`config.mk`:
```
export PLATFORM = sky130hd
export DESIGN_NAME = pc_fetch_stage
export DESIGN_NICKNAME = d
export VERILOG_FILES = /design/src/rtl/pc_fetch_stage.sv
export SDC_FILE = /design/constraint.sdc
export NUM_CORES = 1
export LEC_CHECK = 0
export CAP_MARGIN = 20
export CELL_PAD_IN_SITES_DETAIL_PLACEMENT = 0
export CELL_PAD_IN_SITES_GLOBAL_PLACEMENT = 1
export CORE_ASPECT_RATIO = 1.75
export CORE_UTILIZATION = 29
export DETAILED_ROUTE_END_ITERATION = 10
export GPL_ROUTABILITY_DRIVEN = 0
export PLACE_DENSITY = 0.77
export SLEW_MARGIN = 10
export SYNTH_ARGS = -nofsm -noshare
export SYNTH_HDL_FRONTEND = slang
export SYNTH_SLANG_ARGS = --single-unit
```
`constraint.sdc`:
```
create_clock -name clk -period 3.5 [get_ports clk]
set_input_delay 0.7 -clock clk [delete_from_list [all_inputs] [get_ports clk]]
set_output_delay 0.7 -clock clk [all_outputs]
set_load 0.03 [all_outputs]
```
`src/rtl/pc_fetch_stage.sv`:
```
// pc_fetch_stage: program counter and IF/ID register of the fetch stage.
// Parameters:
//   RESET_PC  - fetch address loaded on reset
//   NOP_INSTR - instruction word held in IF/ID while empty or flushed
// Ports:
//   clk, rst              - clock and synchronous active-high reset
//   PCASrc, PCBSrc        - redirect controls from the branch unit
//   ex_pc, ex_imm, ex_rs1 - operands of the EX-stage control transfer
//   stall                 - hazard-unit hold for PC and IF/ID
//   imem_addr/imem_rdata  - instruction memory port (combinational read)
//   if_id_pc/instr/valid  - IF/ID pipeline register
//   redirect              - taken control transfer this cycle (flushes ID/EX)
//   redirect_cnt          - redirect cycle counter (only with PERF_CNT_EN)
// Optional feature macro: PERF_CNT_EN adds the saturating redirect_cnt port.

module pc_fetch_stage #(
    parameter logic [31:0] RESET_PC  = 32'h0000_0000,
    parameter logic [31:0] NOP_INSTR = 32'h0000_0013
) (
    input  logic        clk,
    input  logic        rst,
    input  logic        PCASrc,
    input  logic        PCBSrc,
    input  logic [31:0] ex_pc,
    input  logic [31:0] ex_imm,
    input  logic [31:0] ex_rs1,
    input  logic        stall,
    output logic [31:0] imem_addr,
    input  logic [31:0] imem_rdata,
    output logic [31:0] if_id_pc,
    output logic [31:0] if_id_instr,
    output logic        if_id_valid,
    output logic        redirect
`ifdef PERF_CNT_EN
    ,
    output logic [31:0] redirect_cnt
`endif
);

    // Word-aligned reset address keeps imem_addr[1:0] at zero even if
    // RESET_PC is given an unaligned value.
    localparam logic [31:0] RST_PC = {RESET_PC[31:2], 2'b00};

    typedef struct packed {
        logic [31:0] pc;
        logic [31:0] instr;
        logic        valid;
    } if_id_t;

    localparam if_id_t IF_ID_EMPTY = '{
        pc:    32'h0,
        instr: NOP_INSTR,
        valid: 1'b0
    };

    logic [31:0] pc_q;
    logic [31:0] pc_d;
    if_id_t      if_id_q;
    if_id_t      if_id_d;

    logic [31:0] tgt_base;
    logic [31:0] tgt_add;
    logic [31:0] tgt_sum;
    logic [31:0] target;
    logic [31:0] pc_plus4;
    logic        advance;

    // Redirect is suppressed during reset so downstream never flushes
    // on a stale branch decision while the pipeline is being cleared.
    assign redirect = ~rst & (PCASrc | PCBSrc);
    assign advance  = ~redirect & ~stall;

    assign tgt_base = PCBSrc ? ex_rs1 : ex_pc;
    assign tgt_add  = PCASrc ? ex_imm : 32'd4;
    assign tgt_sum  = tgt_base + tgt_add;
    assign target   = {tgt_sum[31:2], 2'b00};

    // Natural 32-bit wrap takes 32'hFFFF_FFFC back to zero.
    assign pc_plus4 = pc_q + 32'd4;

    always_comb begin
        pc_d    = pc_q;
        if_id_d = if_id_q;
        unique case (1'b1)
            redirect: begin
                pc_d    = target;
                if_id_d = IF_ID_EMPTY;
            end
            advance: begin
                pc_d          = pc_plus4;
                if_id_d.pc    = pc_q;
                if_id_d.instr = imem_rdata;
                if_id_d.valid = 1'b1;
            end
            default: begin
                pc_d    = pc_q;
                if_id_d = if_id_q;
            end
        endcase
    end

    always_ff @(posedge clk) begin
        if (rst) begin
            pc_q    <= RST_PC;
            if_id_q <= IF_ID_EMPTY;
        end else begin
            pc_q    <= pc_d;
            if_id_q <= if_id_d;
        end
    end

    assign imem_addr   = pc_q;
    assign if_id_pc    = if_id_q.pc;
    assign if_id_instr = if_id_q.instr;
    assign if_id_valid = if_id_q.valid;

`ifdef PERF_CNT_EN
    logic [31:0] cnt_q;
    logic [31:0] cnt_d;

    // Saturates rather than wrapping so long runs never under-report.
    always_comb begin
        cnt_d = cnt_q;
        if (redirect && (cnt_q != 32'hFFFF_FFFF)) begin
            cnt_d = cnt_q + 32'd1;
        end
    end

    always_ff @(posedge clk) begin
        if (rst) begin
            cnt_q <= 32'h0;
        end else begin
            cnt_q <= cnt_d;
        end
    end

    assign redirect_cnt = cnt_q;
`endif

endmodule

```
# Yosys cells after proc, flatten, opt, wreduce, memory -nomap -nowiden

Cells that the tools add are included.

$add $sub $neg: 2
Mux-type cells: 4
Bitwise operators: 6
Reductions and logical operators: 1

Operator list:

| cell                                                             | count |
|---|---|
| 65-bit one-hot mux with 2 select lines                           | 1 |
| 32-bit 2-to-1 mux                                                | 2 |
| 32-bit one-hot mux with 2 select lines                           | 1 |
| 32-bit by 3-bit adder with 32-bit output (second input constant) | 1 |
| 32-bit adder                                                     | 1 |
| 1-bit inverter                                                   | 3 |
| 1-bit AND                                                        | 2 |
| 2-bit nonzero test                                               | 1 |
| 1-bit bitwise OR                                                 | 1 |

Flip-flop bits (word level): 97
Bits of input ports: 133
Output and inout port bits: 98
Logic and storage cells: 17

# Logic depth before layout (Yosys ltp)

Gate-level depths: netlist (run 1).

Depth in word-level cells: 5
Mapped depth: 13
Mapped depth without buffers: 10

# Worst setup path after synthesis (run 1)

OpenSTA, ideal clock, no wires.

Path type: input-to-reg
From: input PCBSrc
To: register pc_q[24], in the netlist imem_addr[24]
Setup time: 0.116 ns
Arrival time: 3.496 ns
Data required time: 3.384 ns
Slack: -0.112 ns
Stages: 12
Path through: buf_2 buf_1 mux2_2 ha_1 a21oi_1 o211ai_1 a221oi_2 a21boi_1 o21ai_1 a21boi_0 or3_1 a31o_1

Cells in the longest elaborated chain, start to end: 5

Ends and longest elaborated chain:

| what                                                 | line | text |
|---|---|---|
| start: declaration                                   | 23   | `input logic PCBSrc,` |
| branches (longest 5 deep; another with 32-bit adder) | -    |  |
| end signal: assignment                               | 107  | `pc_q <= pc_d;` |
| end: declaration                                     | 56   | `logic [31:0] pc_q;` |

Several ways; the timed one is not identified.
A chain may end at the register's enable or synchronous reset.

# Worst setup path in the final report (run 1)

From: input ex_rs1[7]
To: register pc_q[27], in the netlist imem_addr[27]

Cells in the longest elaborated chain, start to end: 3

Ends and longest elaborated chain:

| what                                   | line | text |
|---|---|---|
| start: declaration                     | 26   | `input logic [31:0] ex_rs1,` |
| 32-bit 2-to-1 mux                      | 73   | `assign tgt_base = PCBSrc ? ex_rs1 : ex_pc;` |
| 32-bit adder                           | 75   | `assign tgt_sum = tgt_base + tgt_add;` |
| 32-bit one-hot mux with 2 select lines | 84   | `unique case (1'b1)` |

No other way between the ends.

==> flow_results.org, run 1 <==
** Setup path
- Max stage delay cell, worst path :: sky130_fd_sc_hd__clkdlybuf4s50_1
- Cell seen most often among critical-path stages :: sky130_fd_sc_hd__o211ai_1
- Maximum fanout count along the critical path :: 3
- Walking the worst path, the cells encountered are clkdlybuf4s50_1 > mux2_2 > ha_1 > a21oi_1 > o211ai_1 > a221oi_2 > buf_4 > a31oi_2 > o211ai_1 > nand2b_1 > xnor2_1 > o32ai_1.
- STA puts the critical path data arrival time at 3460 ps.
- In this design, the stage delay of the slowest critical-path cell is 430 ps.
- For the worst setup path, the data required time is 3740 ps.
- Kind of start point of the critical path :: primary input
- Critical Setup Path Class :: primary input to register
- Endpoint class of the critical path :: register

** Logic synthesis
- Synth top area share :: 0.313
- Cell area after synthesis :: 5940 um^2
- Of the synthesized area, sequential elements account for 0.313.
- Of all flip-flops after synthesis, the portion carrying an async set or reset was 0.
- Number of enable-type register cells in the synthesized netlist :: 0
- #FFs+latches synth :: 93
- Number of library cell types mapped by synthesis :: 68
- In the synthesized netlist, the number of instances is 680.
- Top_reg_cell synth :: sky130_fd_sc_hd__dfxtp_1
- Average size of a mapped cell :: 8.74 um^2
- Of all cell types, the one taking the most synthesized area is sky130_fd_sc_hd__dfxtp_1.
- In the post-synthesis netlist, the biggest area contributors are sky130_fd_sc_hd__dfxtp_1 (31%), sky130_fd_sc_hd__mux2i_1 (11%), sky130_fd_sc_hd__ha_1 (6.5%).
- For this run, the number of Yosys warnings is 0.

** Timing
- The clock arrives with 8.28 ps of skew.
- Dividing the final minimum period by the clock period gives 0.920.
- Finish-stage setup viols :: 0
- Relative max-transition margin :: 0.484
- Setup total negative slack on the finished layout was measured at 0 ps.
- The final count of pins violating max slew is 0.
- For the pin with the worst max-slew slack, the measured transition is 774 ps.
- Setup slack on the critical path of the routed design comes to 281 ps.
- Setup repair after global routing left no endpoint under its margin.
- Fin crit period :: 3220 ps
- Static timing analysis puts the maximum clock frequency at 311 MHz.
- The hold violation count in the final report was 0.

** Floorplanning
- Top-level port count :: 231
- Die area :: 21100 um^2
- Die Wd :: 110 um
- The initial utilization of the core area, before any placement, comes to 0.298.
- Number of placement rows :: 68
- Chip Height :: 191 um
- Core region area :: 19900 um^2

** GRT
- Via count of the first global-routing pass :: 5720
- Initial antenna violation count :: 0
- Overflow after GRT :: 0
- For this run, the total global-route usage over all layers was measured as 0.171.
- The first global-routing pass estimated 28.0 mm of wire.
- Maximum number of pins on one net before global-route repair :: 47

** Route
- After detailed routing, the number of remaining DRC violations is 0.
- The detail route stage leaves a number of antenna-violating nets equal to 0.
- Detail-routed via count per cell :: 4.84
- The first TritonRoute pass finished after 4 iterations.
- The final layout contains routed wiring with a total length of 18.1 mm.
- Vias :: 5854
- The first routing iteration left 189 violations.
- Routed wire length per instance :: 15.0 um

** Power
- Cell internal power was estimated by the tool at 2370 uW.
- Share of total power in the clock network :: 0.323
- Of the total power, the share spent switching nets is 0.295.
- The share of total power dissipated in sequential elements is 0.355.
- Combinational share of power :: 0.322
- PwrDens :: 359 nW/um^2
- Leakage power summed over all cells :: 0.00383 uW
- Max IR drop VDD :: 0.241 mV
- Switching pwr :: 990 uW

** Clock tree
- Number of buffers inserted during clock tree synthesis :: 9
- Hold repair after CTS inserted 0 buffers.
- Clock tree synthesis selected as its root buffer the cell sky130_fd_sc_hd__clkbuf_16.
- Level count of the clock H-tree :: 3
- TritonCTS built the clock tree.
- Maximum number of buffers from clock root to sink :: 2
- Clock sink count :: 93
- Insertion delay of the later-clocked pin in the worst-skew pair :: 340 ps
- Worst-path clk slew :: 60 ps

** Cells and area
- In the final layout, the share of cells above drive strength 1 is 0.157.
- Layout net count :: 1124
- Final cell utilization of the core :: 0.470
- Finished Cell Area :: 9350 um^2
- The filler cells instantiated in the layout total 1988.
- Area growth syn-to-layout :: 57.4%
- In the layout the commonest cells are sky130_fd_sc_hd__clkdlybuf4s50_1 (222), sky130_fd_sc_hd__dfxtp_1 (93), sky130_fd_sc_hd__nor2_1 (89), sky130_fd_sc_hd__buf_4 (76), sky130_fd_sc_hd__mux2i_1 (65).
- Diodes inserted :: 0
- The library cell used most frequently in the layout, excluding fill and tap cells, is sky130_fd_sc_hd__clkdlybuf4s50_1.

** Flow run
- Max Cap Violations :: 0

** Placement
- At the placement stage, the worst setup path has a slack of -453 ps.
- Post-detailed-placement half-perimeter wirelength :: 14.3 mm
- Placed Area :: 8950 um^2
- During placement, the flow inserted port buffers numbering 226.

** Min path
- The min-delay analysis places its worst path in the category register to register.

** Run status
- The run finished with clean final reports.
-- cells in the mapped netlist (all sizes together) (8+ instances only) --
cell    number
nor2        89
a21oi       36
nor3        15
inv         12
dfxtp       93
xor2        15
a211oi      12
and3         8
mux2        30
a21o        14
buf         21
o21ai       12
mux2i       65
nand2       34
xnor2       30
clkbuf      18
and2        32
nand4       11
ha          31
nand3       19
-- critical path: cells and delay by family --
kind,cells,cell delay [ps]
AO/OA/AOI/OAI,6,1310
XOR/XNOR,1,130
adder cells (fa/ha/maj),1,310
buffers and inverters,2,600
multiplexers,1,270
AND/OR/NAND/NOR,1,110
-- cells by family (layout without fill, tap and decap cells) --
family	after synthesis	after routing	share of synthesized area
other	1	4	0.000631
buffers and inverters	51	332	0.0396
AO/OA/AOI/OAI	121	121	0.137
multiplexers	95	95	0.166
XOR/XNOR	45	45	0.0663
AND/OR/NAND/NOR	243	243	0.211
adder cells (fa/ha/maj)	31	31	0.0653
flip-flops	93	93	0.313
-- cell type report --
| type | count | area, um^2 | area share |
|---|---|---|---|
| multi-input cells | 539 | 3890 | 0.416 |
| repair buffers | 305 | 2910 | 0.312 |
| flip-flops and latches | 93 | 1860 | 0.199 |
| well taps | 245 | 307 | 0.0328 |
| clock buffers | 12 | 267 | 0.0285 |
| clock inverters | 3 | 67.6 | 0.00723 |
| inverters | 12 | 45.0 | 0.00482 |
-- layer usage --
metal	global-route usage	vias up	part of all wire
met5	0	-	0
met4	0.0774	0	0.029
met3	0.0150	28	0.045
met2	0.322	174	0.53
met1	0.186	2680	0.39
li1	-	2972	-
-- registers in the layout (all words and copies together), names as in the netlist --
| register | count |
|---|---|
| if_id_instr | 32 |
| if_id_pc | 30 |
| imem_addr | 30 |
| if_id_valid | 1 |
-- through the flow --
step | instances | hold slack [ps] | power (uW)
after floorplan | 683 | 571 | 1790
after global placement | 1193 | 432 | 2290
after detailed placement | 1193 | 444 | 2290
after CTS | 1209 | 455 | 3400
after global routing | 1209 | 471 | 3540
final | 1209 | 456 | 3360
-- timing repair --
item                                    CTS  global route
endpoints found under the setup margin    6             5
pin swaps                                 2             2
setup buffers                             0             0
gates cloned                              1             0
resized for setup                         7             4
-- power groups by stage --
stage                     logic [uW]  clock network (uW)  registers [uW]
after floorplan                  483                   0            1300
after global placement          1070                   0            1220
after detailed placement        1070                   0            1220
after CTS                       1090                1120            1190
after global routing            1180                1170            1200
final                           1080                1080            1190
-- final timing paths --
check                                          startpoint                    endpoint  slack (ps)  depth (start not counted)
worst max register to register  imem_addr[3]$_SDFFE_PP0P_  imem_addr[19]$_SDFFE_PP0P_        1100                          8
worst max-delay path                            ex_rs1[7]  imem_addr[27]$_SDFFE_PP0P_         280                         12
worst min-delay path             if_id_valid$_SDFFE_PP0P_    if_id_valid$_SDFFE_PP0P_         460                          2
worst min register to register   if_id_valid$_SDFFE_PP0P_    if_id_valid$_SDFFE_PP0P_         460                          2
Power figures use the tool's default switching activity.
==> run 2: changes to the inputs <==
CORE_MARGIN = 4   (was not set)
CTS_CLUSTER_DIAMETER = 50   (was not set)
==> flow_results.org, run 2 (synthesis gave the netlist of run 1 again) <==
** Route
- The routed layout has 5879 vias.
- After detailed routing, the average wire length per cell comes to 15.6 um.
- After detailed routing, the number of vias per cell comes to 4.83.
- Drc violations :: 0
- The detail route stage leaves a number of antenna-violating nets equal to 0.
- In this run, the number of DRC markers left after iteration 0 of detailed routing was 175.
- Number of iterations in the first detailed-routing pass :: 5
- Total detailed-routing wirelength :: 19.0 mm

** Timing
- Finish-stage setup viols :: 0
- Worst hold slack :: 444 ps
- Dividing the final minimum period by the clock period gives 0.933.
- Achievable clock frequency :: 306 MHz
- The final count of pins violating max slew came to 0.
- The hold violation count in the final report was 0.
- Unrepaired setup endpoints after global routing :: true
- Headroom to the max-slew limit came out at 0.497.
- Subtracting the final worst setup slack from the clock period gives 3270 ps.
- At the pin with the least slew margin, the transition time is 755 ps.
- Worst setup margin :: 235 ps
- Clock Skews :: 7.11 ps

** Floorplanning
- The die is 116 um wide.
- Core region area :: 20200 um^2
- After floorplanning, the core was divided into 69 placement rows.
- In this run the count of I/O pins placed on the die edge is 231.
- The floorplan step defined a die boundary enclosing 22900 um^2.
- The die is 197 um tall.
- The initial utilization of the core area, before any placement, comes to 0.294.

** Power
- The analysis attributes to net switching a power of 1000 uW.
- Max IR drop VDD :: 0.253 mV
- Of the total power, registers draw 0.376.
- For this design the ratio of total power to cell area is 342 nW/um^2.
- Of the total power, the share spent switching nets is 0.314.
- The internal power of the cells totals 2190 uW.
- Combinational share of power :: 0.338
- Total power consumption of the routed design :: 3200 uW
- Share of total power in the clock network :: 0.286
- Leakage power summed over all cells :: 0.00384 uW

** GRT
- Entering global routing, the biggest net connects 43 pins.
- The number of antenna violations at the first check in global routing was 0.
- Peak-usage layer in the global routing report :: met2
- Via count of the first global-routing pass :: 5966
- Overflow after GRT :: 0
- Total routing usage reported by global routing :: 0.161
- Met1 track demand over resource in global routing :: 0.170
- Global routing met3 resource utilization :: 0.0196
- For met2 alone, demand over resource in global routing was 0.305.
- The first global-routing pass estimated 29.2 mm of wire.

** Clock tree
- Hold buffer count at CTS :: 0
- The H-tree was split into 3 levels.
- Clock root buffer :: sky130_fd_sc_hd__clkbuf_16
- Clock tree from TritonCTS :: built
- The number of clock buffers added by TritonCTS is 9.
- For this design, the sink count on the clock tree is 93.
- Worst-path clk slew :: 60 ps
- The clock reaches the later pin of the worst-skew pair after 340 ps.
- Maximum number of buffers from clock root to sink :: 2

** Placement
- After legalization and detailed placement, the total HPWL measured 15.1 mm.
- Worst Setup Slack post-DPL :: -465 ps
- Number of buffer cells added on primary ports :: 226

** Setup path
- In this run the worst path has a maximum fanout of 22.
- By startpoint and endpoint, the worst setup path is classified as primary input to register.
- For the worst setup path, the data required time is 3690 ps.
- Kind of start point of the critical path :: primary input
- For the worst setup path, the data arrival time is 3460 ps.
- Endpoint class of the critical path :: register

** Cells and area
- Leaving out fill and tap cells, the most frequent cell in the layout is sky130_fd_sc_hd__clkdlybuf4s50_1.
- Diodes inserted :: 0
- Summing all multi-input logic gate instances after layout gives 3860 um^2.
- Measured on the finished design, the core utilization comes to 0.463.
- After filler insertion, the fill cell instance count of the layout stands at 2018.
- The top cell types in the final layout, fill and taps aside, are sky130_fd_sc_hd__clkdlybuf4s50_1 (223), sky130_fd_sc_hd__dfxtp_1 (93), sky130_fd_sc_hd__nor2_1 (89), sky130_fd_sc_hd__buf_4 (77), sky130_fd_sc_hd__mux2i_1 (65).
- Share of final-layout standard cells stronger than drive strength 1 :: 0.157
- Layout net count :: 1127
- Area taken by flip-flops and latches :: 1860 um^2
- The area growth from synthesis to layout is 57.3%.
- The register with the most flip-flops in the layout has 32 of them.

** Flow run
- Max Cap Violations :: 0

** Min path
- The worst hold path belongs to the class register to register.

** Run status
- The run finished with clean final reports.
## run 2: cell type report
type                            count  share of cell area
Inverter                           12             0.00482
Timing Repair Buffer              308               0.320
Tap cell                          248              0.0332
Multi-Input combinational cell    539               0.413
Sequential cell                    93               0.199
Clock inverter                      5             0.00375
Clock buffer                       11              0.0260
## run 2: path summary, 6_finish.rpt
check	from	endpoint	slack (ps)	depth (start not counted)
min reg2reg	if_id_valid$_SDFFE_PP0P_	if_id_valid$_SDFFE_PP0P_	440	2
max reg2reg	imem_addr[3]$_SDFFE_PP0P_	imem_addr[19]$_SDFFE_PP0P_	1150	8
max	PCASrc	imem_addr[29]$_SDFFE_PP0P_	230	14
min	if_id_valid$_SDFFE_PP0P_	if_id_valid$_SDFFE_PP0P_	440	2
## run 2: what timing repair did
action,4_1_cts,5_1_grt
setup buffers,2,1
setup endpoints to repair,10,7
pin swaps,2,3
gates cloned,2,0
resized for setup,3,5
## run 2: metal layers
| layer | up-vias | wire length (um) |
|---|---|---|
| met5 | - | 0 |
| met4 | 0 | 789 |
| met3 | 38 | 948 |
| met2 | 185 | 10100 |
| met1 | 2671 | 7120 |
| li1 | 2985 | - |
## run 2: critical path, stage by stage
cell	delay, ps
sky130_fd_sc_hd__clkdlybuf4s50_1	500
sky130_fd_sc_hd__buf_4	240
sky130_fd_sc_hd__and2_1	160
sky130_fd_sc_hd__ha_1	320
sky130_fd_sc_hd__nand2_1	80
sky130_fd_sc_hd__buf_4	130
sky130_fd_sc_hd__nor2b_1	140
sky130_fd_sc_hd__nand4_1	210
sky130_fd_sc_hd__a31oi_2	270
sky130_fd_sc_hd__o211ai_1	140
sky130_fd_sc_hd__buf_4	160
sky130_fd_sc_hd__a22oi_1	170
sky130_fd_sc_hd__xnor2_1	140
sky130_fd_sc_hd__o22ai_1	80
## run 2: metrics by stage
stage          TNS, ps  std cells  instance area, um^2
4_1_cts              0       1215                 9340
3_3_place_gp     -5170       1195                 8950
5_1_grt          -50.9       1216                 9350
6_report             0       1216                 9350
2_1_floorplan        0        683                 5960
3_5_place_dp     -6020       1195                 8950
## run 2: power by group through the flow
stage / registers (uW) / clock network (uW) / logic (uW)
5_1_grt: 1210 / 985 / 1180
4_1_cts: 1200 / 957 / 1090
6_report: 1200 / 915 / 1080
3_5_place_dp: 1230 / 0 / 1070
2_1_floorplan: 1300 / 0 / 483
3_3_place_gp: 1230 / 0 / 1060
